--- config.mk ---
export PLATFORM = sky130hd
export DESIGN_NAME = bin_to_bcd_seg
export DESIGN_NICKNAME = d
export VERILOG_FILES = /design/src/rtl/bcd_pkg.sv /design/src/rtl/decoder_0_F.sv /design/src/rtl/bin_to_bcd_seg.sv
export SDC_FILE = /design/constraint.sdc
export NUM_CORES = 1
export LEC_CHECK = 0
export CAP_MARGIN = 20
export CORE_MARGIN = 2
export CORE_UTILIZATION = 47
export DETAILED_ROUTE_END_ITERATION = 7
export HOLD_SLACK_MARGIN = 0.1
export PLACE_DENSITY = 0.72
export SLEW_MARGIN = 15
export SYNTH_ARGS = -nofsm -noshare
export SYNTH_HDL_FRONTEND = slang
export SYNTH_HIERARCHICAL = 1
export SYNTH_SLANG_ARGS = --single-unit
--- constraint.sdc ---
create_clock -name clk -period 4.65 [get_ports clk]
set_input_delay 0.93 -clock clk [delete_from_list [all_inputs] [get_ports clk]]
set_output_delay 0.93 -clock clk [all_outputs]
set_load 0.01 [all_outputs]
--- src/rtl/bcd_pkg.sv ---
// Shared definitions for the binary-to-BCD seven-segment converter.
// Latency: none (types, constants and an elaboration-time helper only).
// Backpressure: not applicable.
package bcd_pkg;

    // Converter control states.
    typedef enum logic [1:0] {
        ST_IDLE  = 2'd0,
        ST_SHIFT = 2'd1,
        ST_DONE  = 2'd2
    } state_t;

    // Segments a..g driven by the hex decoder.
    localparam int SEG_W = 7;

    // Active-low display: all ones turns every segment off.
    localparam logic [SEG_W-1:0] SEG_BLANK = '1;

    // A nibble at or above this value gets +3 before the next shift, so the
    // shift carries into the next decimal digit instead of leaving 10..15.
    localparam logic [3:0] ADD3_MIN = 4'd5;

    // True when DIGITS decimal digits can hold every IN-bit unsigned value,
    // i.e. 10^digits >= 2^in_w.
    function automatic bit bcd_fits(input int in_w, input int digits);
        longint unsigned p10;
        p10 = 1;
        for (int i = 0; i < digits; i++) begin
            p10 = p10 * 10;
        end
        return p10 >= (64'd1 << in_w);
    endfunction

endpackage

--- src/rtl/decoder_0_F.sv ---
// Hex digit to active-low seven-segment pattern.
// Latency: combinational.
// Backpressure: none.
//
// Ports:
//   hex  4-bit value 0..F
//   seg  segment drive, seg[0] = a ... seg[6] = g, 0 lights a segment
module decoder_0_F (
    input  logic [3:0] hex,
    output logic [6:0] seg
);

    // Patterns are written in a..g reading order (leftmost = a) and then
    // reversed so that bit 0 carries segment a.
    logic [6:0] abcdefg;

    always_comb begin
        abcdefg = 7'b1111111;
        case (hex)
            4'h0: abcdefg = 7'b0000001;
            4'h1: abcdefg = 7'b1001111;
            4'h2: abcdefg = 7'b0010010;
            4'h3: abcdefg = 7'b0000110;
            4'h4: abcdefg = 7'b1001100;
            4'h5: abcdefg = 7'b0100100;
            4'h6: abcdefg = 7'b0100000;
            4'h7: abcdefg = 7'b0001111;
            4'h8: abcdefg = 7'b0000000;
            4'h9: abcdefg = 7'b0000100;
            4'hA: abcdefg = 7'b0001000;
            4'hB: abcdefg = 7'b1100000;
            4'hC: abcdefg = 7'b0110001;
            4'hD: abcdefg = 7'b1000010;
            4'hE: abcdefg = 7'b0110000;
            4'hF: abcdefg = 7'b0111000;
            default: abcdefg = 7'b1111111;
        endcase
    end

    always_comb begin
        seg = '1;
        for (int i = 0; i < 7; i++) begin
            seg[i] = abcdefg[6-i];
        end
    end

endmodule

--- src/rtl/bin_to_bcd_seg.sv ---
// Sequential double-dabble binary-to-BCD converter with seven-segment outputs.
// Latency: start at edge t -> done pulse in the cycle after edge t+IN+1.
// Backpressure: none; start is only accepted in IDLE, requests while busy are dropped.
//
// Ports:
//   clk, rst_n   clock, synchronous active-low reset
//   start        conversion request (sampled in IDLE only)
//   bin_in       unsigned binary value, captured with start
//   blank_lz     leading-zero blanking enable, captured with start
//   busy         high from the accepting edge through the done cycle
//   done         one-cycle pulse, results valid
//   bcd_out      packed BCD, digit k in bits 4k+3..4k
//   seg_out      active-low segments, digit k in bits S*k+S-1..S*k, segment a lowest
module bin_to_bcd_seg
    import bcd_pkg::*;
#(
    parameter int IN     = 10,
    parameter int DIGITS = 4,
    parameter int S      = 7
) (
    input  logic                clk,
    input  logic                rst_n,
    input  logic                start,
    input  logic [IN-1:0]       bin_in,
    input  logic                blank_lz,
    output logic                busy,
    output logic                done,
    output logic [4*DIGITS-1:0] bcd_out,
    output logic [S*DIGITS-1:0] seg_out
);

    localparam int BCD_W = 4 * DIGITS;
    localparam int CNT_W = $clog2(IN);
    localparam logic [CNT_W-1:0] CNT_LAST = CNT_W'(IN - 1);

    // Parameter sanity: refuse to build a converter that cannot represent
    // its full input range or drive a complete a..g display.
    if (!bcd_fits(IN, DIGITS)) begin : g_range_err
        $error("bin_to_bcd_seg: DIGITS too small for IN-bit input");
    end
    if (IN < 4) begin : g_in_err
        $error("bin_to_bcd_seg: IN must be at least 4");
    end
    if (S < SEG_W) begin : g_seg_err
        $error("bin_to_bcd_seg: S must be at least 7");
    end

    state_t           state;
    logic [IN-1:0]    bin_sh;
    logic [BCD_W-1:0] bcd_sh;
    logic [CNT_W-1:0] cnt;
    logic             blank_q;

    logic [BCD_W-1:0]    bcd_adj;
    logic [BCD_W-1:0]    bcd_nxt;
    logic [DIGITS-1:0]   blank_dig;
    logic [S*DIGITS-1:0] seg_nxt;

    // One double-dabble step: correct every nibble, then shift in the next
    // binary bit MSB first.
    always_comb begin
        bcd_adj = bcd_sh;
        for (int k = 0; k < DIGITS; k++) begin
            if (bcd_sh[4*k +: 4] >= ADD3_MIN) begin
                bcd_adj[4*k +: 4] = bcd_sh[4*k +: 4] + 4'd3;
            end
        end
        bcd_nxt = {bcd_adj[BCD_W-2:0], bin_sh[IN-1]};
    end

    // A digit is blanked only if it and every digit above it are zero.
    // Scanning from the top keeps a running "still leading zeros" flag;
    // the units digit always displays so a zero result reads "0".
    always_comb begin
        logic run;
        run       = blank_q;
        blank_dig = '0;
        for (int k = DIGITS - 1; k >= 1; k--) begin
            run          = run && (bcd_nxt[4*k +: 4] == 4'd0);
            blank_dig[k] = run;
        end
    end

    // Decoders look at the step's result so the registered outputs can be
    // loaded on the same edge that enters DONE.
    for (genvar k = 0; k < DIGITS; k++) begin : g_digit
        logic [SEG_W-1:0] dec_seg;
        logic [S-1:0]     seg_dig;

        decoder_0_F u_dec (
            .hex (bcd_nxt[4*k +: 4]),
            .seg (dec_seg)
        );

        // Segments beyond a..g (if S > 7) are held dark.
        always_comb begin
            seg_dig = '1;
            seg_dig[SEG_W-1:0] = blank_dig[k] ? SEG_BLANK : dec_seg;
        end

        assign seg_nxt[S*k +: S] = seg_dig;
    end

    always_ff @(posedge clk) begin
        if (!rst_n) begin
            state   <= ST_IDLE;
            busy    <= 1'b0;
            done    <= 1'b0;
            bcd_out <= '0;
            seg_out <= '1;
            bin_sh  <= '0;
            bcd_sh  <= '0;
            cnt     <= '0;
            blank_q <= 1'b0;
        end else begin
            case (state)
                ST_IDLE: begin
                    done <= 1'b0;
                    if (start) begin
                        bin_sh  <= bin_in;
                        blank_q <= blank_lz;
                        bcd_sh  <= '0;
                        cnt     <= '0;
                        busy    <= 1'b1;
                        state   <= ST_SHIFT;
                    end else begin
                        busy <= 1'b0;
                    end
                end
                ST_SHIFT: begin
                    bcd_sh <= bcd_nxt;
                    bin_sh <= {bin_sh[IN-2:0], 1'b0};
                    cnt    <= cnt + 1'b1;
                    if (cnt == CNT_LAST) begin
                        state   <= ST_DONE;
                        bcd_out <= bcd_nxt;
                        seg_out <= seg_nxt;
                    end
                end
                ST_DONE: begin
                    // busy stays high through the following done cycle;
                    // IDLE clears it unless a new start arrives there.
                    done  <= 1'b1;
                    state <= ST_IDLE;
                end
                default: begin
                    state <= ST_IDLE;
                end
            endcase
        end
    end

endmodule

# Word-level counts from Yosys, hierarchy flattened
# Memory sizes are Yosys's and may differ from the RTL's. A register that Yosys moved wholly into a read port is not among the register bits.
# Index checks and enable logic that the tools add are counted.
# W data, S select, Z words.
dict set report classes {
  n_addsub 5
  magnitude_cmp 4
  eq_ne 5
  muxes 18
  n_reduce_logical 14
}
# op count
set op_table {}
lappend op_table {{$pmux W16 S2} 1}
lappend op_table {{$mux W7} 3}
lappend op_table {{$pmux W10 S2} 1}
lappend op_table {{$ge A4 B3 Y1 const B} 4}
lappend op_table {{$mux W16} 1}
lappend op_table {{$mux W4} 4}
lappend op_table {{$add A4 B2 Y4 const B} 3}
lappend op_table {{$logic_not A4 Y1} 3}
lappend op_table {{$mux W10} 1}
lappend op_table {{$pmux W4 S2} 1}
lappend op_table {{$reduce_and A2 Y1} 4}
lappend op_table {{$add A4 B1 Y4 const B} 1}
lappend op_table {{$eq A4 B4 Y1 const B} 1}
lappend op_table {{$mux W2} 2}
lappend op_table {{$ne A2 B2 Y1 const B} 2}
lappend op_table {{$pmux W2 S2} 1}
lappend op_table {{$reduce_bool A2 Y1} 2}
lappend op_table {{$add A3 B2 Y3 const B} 1}
lappend op_table {{$logic_and A1 B1 Y1} 3}
lappend op_table {{$mux W3} 1}
lappend op_table {{$eq A2 B1 Y1 const B} 1}
lappend op_table {{$eq A2 B2 Y1 const B} 1}
lappend op_table {{$logic_not A2 Y1} 1}
lappend op_table {{$pmux W1 S2} 1}
lappend op_table {{2 further kinds} 2}
dict set report totals {
  regBits 79
  mem_bits_ro 448
  in_bits 14
  word_cells 59
  memories 4
}
# memory depth word_bits rd rd_clocked_by_memory_dff write_ports line_no
set memory_table {}
lappend memory_table {{(no name shown)} 16 7 1 1 0 decoder_0_F.sv:19} ;# case (hex)
lappend memory_table {{(no name shown)} 16 7 1 0 0 decoder_0_F.sv:19}
lappend memory_table {{(no name shown)} 16 7 1 0 0 decoder_0_F.sv:19}
lappend memory_table {{(no name shown)} 16 7 1 0 0 decoder_0_F.sv:19}

# Depth between registers and ports, before layout
dict set report logic_depth {
  ltp_word 7
  mapped_depth 14
  depth_no_buf 14
}

# Modules after synthesis
# The synthesis kept the hierarchy.
# module instances cells_each area_each_um2
set modules_own_cells {}
lappend modules_own_cells {bin_to_bcd_seg 1 408 3455.8}
lappend modules_own_cells {{decoder_0_F (g_digit[0].u_dec ...)} 2 32 274.0}
lappend modules_own_cells {{decoder_0_F (g_digit[1].u_dec)} 1 33 269.0}
lappend modules_own_cells {{decoder_0_F (g_digit[3].u_dec)} 1 35 247.7}

# Worst setup path after synthesis
# Ideal clock, no wire load.
dict set report synth_timing {
  kind {register to register}
  start {register bcd_sh[8]}
  end {register seg_out[17]}
  setup_time_ns 0.123
  arrival_ns 2.635
  required_time_ns 4.527
  slack_ns 1.893
  stages_incl_launch_ff 12
  path_buffers 0
  period_less_slack_ns 2.757
  cell_sequence {dfxtp_1 > inv_1 > ha_1 > nor2b_1 > o21bai_1 > xnor2_1 > inv_1 > ha_1 > inv_1 > mux4_2 > nor3_1 > a21oi_2}
}
dict set report synth_between {
  elab_cells_between_ends 9
  classes_between {add/sub: 1; order compare: 1; mux: 2; reduce/logical: 4; memory: 1}
}
# item line_no
set synth_lines {}
lappend synth_lines {{start: declaration} bin_to_bcd_seg.sv:50} ;# logic [BCD_W-1:0] bcd_sh;
lappend synth_lines {{start signal: assignment} bin_to_bcd_seg.sv:131} ;# bcd_sh <= bcd_nxt;
lappend synth_lines {{$add A4 B2 Y4 or $ge A4 B3 Y1 (tied branches)} {bin_to_bcd_seg.sv:65, bin_to_bcd_seg.sv:64}}
lappend synth_lines {{$mux W4 *} bin_to_bcd_seg.sv:64} ;# if (bcd_sh[4*k +: 4] >= ADD3_MIN) begin
lappend synth_lines {{via bcd_adj[8]} bin_to_bcd_seg.sv:54} ;# logic [BCD_W-1:0] bcd_adj;
lappend synth_lines {{$mem_v2 Z16 W7 *} -}
lappend synth_lines {{via g_digit[2].dec_seg[3]} bin_to_bcd_seg.sv:87} ;# logic [SEG_W-1:0] dec_seg;
lappend synth_lines {{$mux W7 *} bin_to_bcd_seg.sv:98} ;# seg_dig[SEG_W-1:0] = blank_dig[k] ? SEG_BLANK : dec_seg;
lappend synth_lines {{end signal: assignment} bin_to_bcd_seg.sv:137} ;# seg_out <= seg_nxt;
lappend synth_lines {{end: declaration} bin_to_bcd_seg.sv:29} ;# output logic [S*DIGITS-1:0] seg_out
# The timed path passes the listed nets; every way through them passes the cells marked *.
# A chain may end at the register's enable or synchronous reset.

# Final worst setup path
# Ends and elaborated chain as after synthesis.

==> run_results.csv <==
group,metric,value,unit
logic_synthesis,yosysTopAreaCellShare,35.0,%
logic_synthesis,synthMostInstantiatedCell,"nand2_1",
drt,drt_first_pass_iters,4,
critical_path,timing.critical_path.required,4.87,ns
drt,met1Wirelength,4570,µm
placed_design,placedInstanceArea,0.00516,mm²
logic_synthesis,synth_cell_type_count,48,
sta,min_period_over_period,67.4,%
finish,antenna_cells_inserted,0,
clocking,hold_buffers,0,
clocking,cts.clk_slew.worst_paths,0.08,ns
logic_synthesis,syn-num-nets,592,
sta,hold_viol,0,
clocking,cts.htree.levels,3,
power,switching_power,0.316,mW
finish,finish.instance_area,0.00538,mm²
logic_synthesis,synth_top_cell_by_area,"dfxtp_1",
die,rows,35,
drt,postRouteWirelength,9840,µm
grt,pin_count_of_the_biggest_net_entering_global_routing,47,
placed_design,dp_worst_setup_slack,1.57,ns
clocking,clock_path_buffers,2,
drt,top_routing_layer_used,"met4",
drt,vias,3834,
die,num_io_pins,60,
critical_path,cpMostUsedCell,"inv_1",
finish,finish.utilization,57.9,%
grt,grt_first_pass_wirelength,16500,µm
drt,detail_route.drc_violations,0,
power,switching_share,23.6,%
drt,drtAntennaViolNets,0,
job,timing.max_cap.violations,0,
sta,rsz_0062_raised_after_global_routing,"false",
power,combPwrFrac,6.1,%
die,fp.dieW,102,µm
grt,grt_pass1_vias,3615,
placed_design,port_buffers,59,
min_path,timing.hold.worst.class,"flip-flop to flip-flop",
critical_path,critPathKind,"flip-flop to flip-flop",
die,design.die.area,0.0104,mm²
clocking,cts_repair_resize_count,0,
power,power.density_cell_area,249,mW/mm²
drt,met2WireLength,4770,µm
critical_path,timing.critical_path.from_type,"flip-flop",
grt,grt.overflow.total,0,
logic_synthesis,ys_ff_latch,79,
critical_path,timing.critical_path.slowest_cell_delay,0.47,ns
outcome,result_of_the_run,"finished clean",
critical_path,crit_arrival,3.35,ns
power,seqPwrFrac,52.1,%
drt,met3_wirelength,393,µm
logic_synthesis,synth-warning-count,6,
power,power_leakage,2.12,nW
logic_synthesis,synth_edf_count,0,
sta,timing_max_transition_violations_final,0,
logic_synthesis,synthTopCellsByArea,"dfxtp_1, ha_1, nand2_1",
logic_synthesis,yosysSeqAreaShare,35.0,%
finish,synthToLayoutAreaGrowth,19.0,%
finish,layout.nets,637,
logic_synthesis,yosys-top-cells-count,"nand2_1, dfxtp_1, nor2_1",
die,initial_utilization,48.7,%
sta,period_minus_slack,3.13,ns
drt,drt_first_iter_violations,179,
logic_synthesis,postSynth.asyncResetShare,0,%
power,power_share_of_the_clock_group,41.7,%
finish,fill_count,837,
sta,worst_clock_skew,0.0109,ns
drt,detail_route.wl_per_cell,13.7,µm
logic_synthesis,average_instance_area_after_synthesis,8.37,µm²
clocking,numClockSinks,79,
power,power.ir.vdd_worst,0.145,mV
die,design.core.area,0.00928,mm²
critical_path,worstPathMaxFanout,7,
sta,fin_tns_setup,0,ns
critical_path,timing.critical_path.slowest_stage_cell,"dfxtp_1",
critical_path,crit_path_cell_trace,"inv_1 > ha_1 > nor2b_1 > o21bai_1 > xnor2_1 > inv_1 > ha_1 > inv_1 > mux4_2 > nor3_1 > a21oi_2",
finish,final_layout_size_suffix_gt1_share,9.83,%
logic_synthesis,syn-cell-area,0.00452,mm²
critical_path,critPathCaptureType,"flip-flop",
die,die_h,102,µm
clocking,root_buffer,"clkbuf_8",
logic_synthesis,synthFlopType,"dfxtp_1",
clocking,post_cts.repair.setup_buffers,0,
power,p_int,1.02,mW
power,total_power,1.34,mW
grt,grt_antenna_before_repair,0,
clocking,cts_buffers,9,
sta,slew_at_the_pin_closest_to_its_max_slew_limit,0.982,ns
sta,max-slew-margin-rel,32.7,%
clocking,worst_skew_pair.late_latency,0.36,ns
grt,track_usage,19.8,%
placed_design,routabilityCongestion,0.848,
logic_synthesis,postSynthCellCount,540,
placed_design,place.detailed.hpwl,6860,µm
sta,setup_ws,1.52,ns
drt,route.detailed.vias_per_inst,5.33,
sta,finish_stage_setup_viols,0,
clocking,cts_tree,"done",
sta,fmaxAchievable,319,MHz
==> worst paths after layout <==
| kind | start | endpoint | slack [ns] | cells past startpoint |
|---|---|---|---|---|
| hold / removal | bcd_out[0] | bcd_out[0] | 0.47 | 2 |
| setup reg to reg | bcd_sh[8] | seg_out[17] | 1.52 | 11 |
| setup / recovery | bcd_sh[8] | seg_out[17] | 1.52 | 11 |
| hold reg to reg | bcd_out[0] | bcd_out[0] | 0.47 | 2 |
==> cell families after synthesis <==
group	after synthesis	synth area share [%]
mux	28	7.42
xor+xnor	4	0.775
buf+inv	60	6.03
compound gates	122	19.3
flops	79	35.0
fa+ha+maj	38	10.5
simple gates	209	20.9
==> placed cells by master (no fill, tap or decap), types with 3 or more instances in the layout <==
| cell | netlist | layout |
|---|---|---|
| nand2_1 | 90 | 90 |
| dfxtp_1 | 79 | 79 |
| clkdlybuf4s50_1 | 0 | 59 |
| nor2_1 | 52 | 50 |
| ha_1 | 38 | 38 |
| inv_1 | 27 | 27 |
| a21oi_1 | 23 | 23 |
| o21ai_0 | 22 | 21 |
| nor3_1 | 20 | 20 |
| mux2i_1 | 20 | 20 |
| a22o_1 | 16 | 16 |
| a211oi_1 | 11 | 11 |
| nand2b_1 | 10 | 10 |
| o21ai_1 | 9 | 10 |
| a311oi_1 | 10 | 10 |
| nand3_1 | 10 | 10 |
| clkbuf_8 | 0 | 9 |
| a21oi_2 | 8 | 8 |
| and3_1 | 8 | 8 |
| buf_4 | 0 | 8 |
| xnor2_1 | 4 | 4 |
| nor2_2 | 2 | 4 |
| mux2_2 | 4 | 4 |
| o21ai_2 | 4 | 4 |
| a21o_1 | 3 | 3 |
| nor3b_1 | 3 | 3 |
| a32o_1 | 3 | 3 |
| mux4_2 | 3 | 3 |
==> routing by layer <==
layer / global-route usage [%] / vias to the layer above
met5: 0 / -
met3: 3.15 / 8
met1: 25.6 / 1804
met4: 8.41 / 0
met2: 32.9 / 68
li1: - / 1954
==> worst max-delay path: cells and delay by family (launching register included) <==
family,cells,cell delay (ns)
flip-flops,1,0.47
AO/OA/AOI/OAI,2,0.39
adder cells (fa/ha/maj),2,0.56
buffers and inverters,3,0.40
AND/OR/NAND/NOR,2,0.39
multiplexers,1,0.46
XOR/XNOR,1,0.35
==> flip-flops by register name, indices dropped and copies added, names as in the netlist <==
signal and count:
bcd_sh 16, cnt 4, bcd_out 16, busy 1, blank_q 1, seg_out 28, done 1, state 2
bin_sh 10
==> power groups by stage <==
stage | registers [mW] | clock network [mW] | logic, mW
after detailed placement | 0.713 | 0 | 0.0823
after floorplan | 0.709 | 0 | 0.0579
after CTS | 0.697 | 0.570 | 0.0820
after global routing | 0.699 | 0.591 | 0.0922
after global placement | 0.713 | 0 | 0.0797
final | 0.697 | 0.558 | 0.0821
==> layout make-up <==
class	count	area [µm²]	area share, %
multi-input cells	401	2670	49.7
clock inverters	6	85.1	1.58
inverters	27	101	1.88
repair buffers	67	651	12.1
flip-flops and latches	79	1580	29.4
clock buffers	10	128	2.37
well taps	129	161	3.00
==> through the flow <==
| step | instances | hold slack [ns] |
|---|---|---|
| final | 719 | 0.465 |
| after CTS | 718 | 0.471 |
| after global routing | 719 | 0.487 |
| after floorplan | 540 | 0.437 |
| after global placement | 702 | 0.449 |
| after detailed placement | 702 | 0.458 |
(Power assumes the default switching activity.)
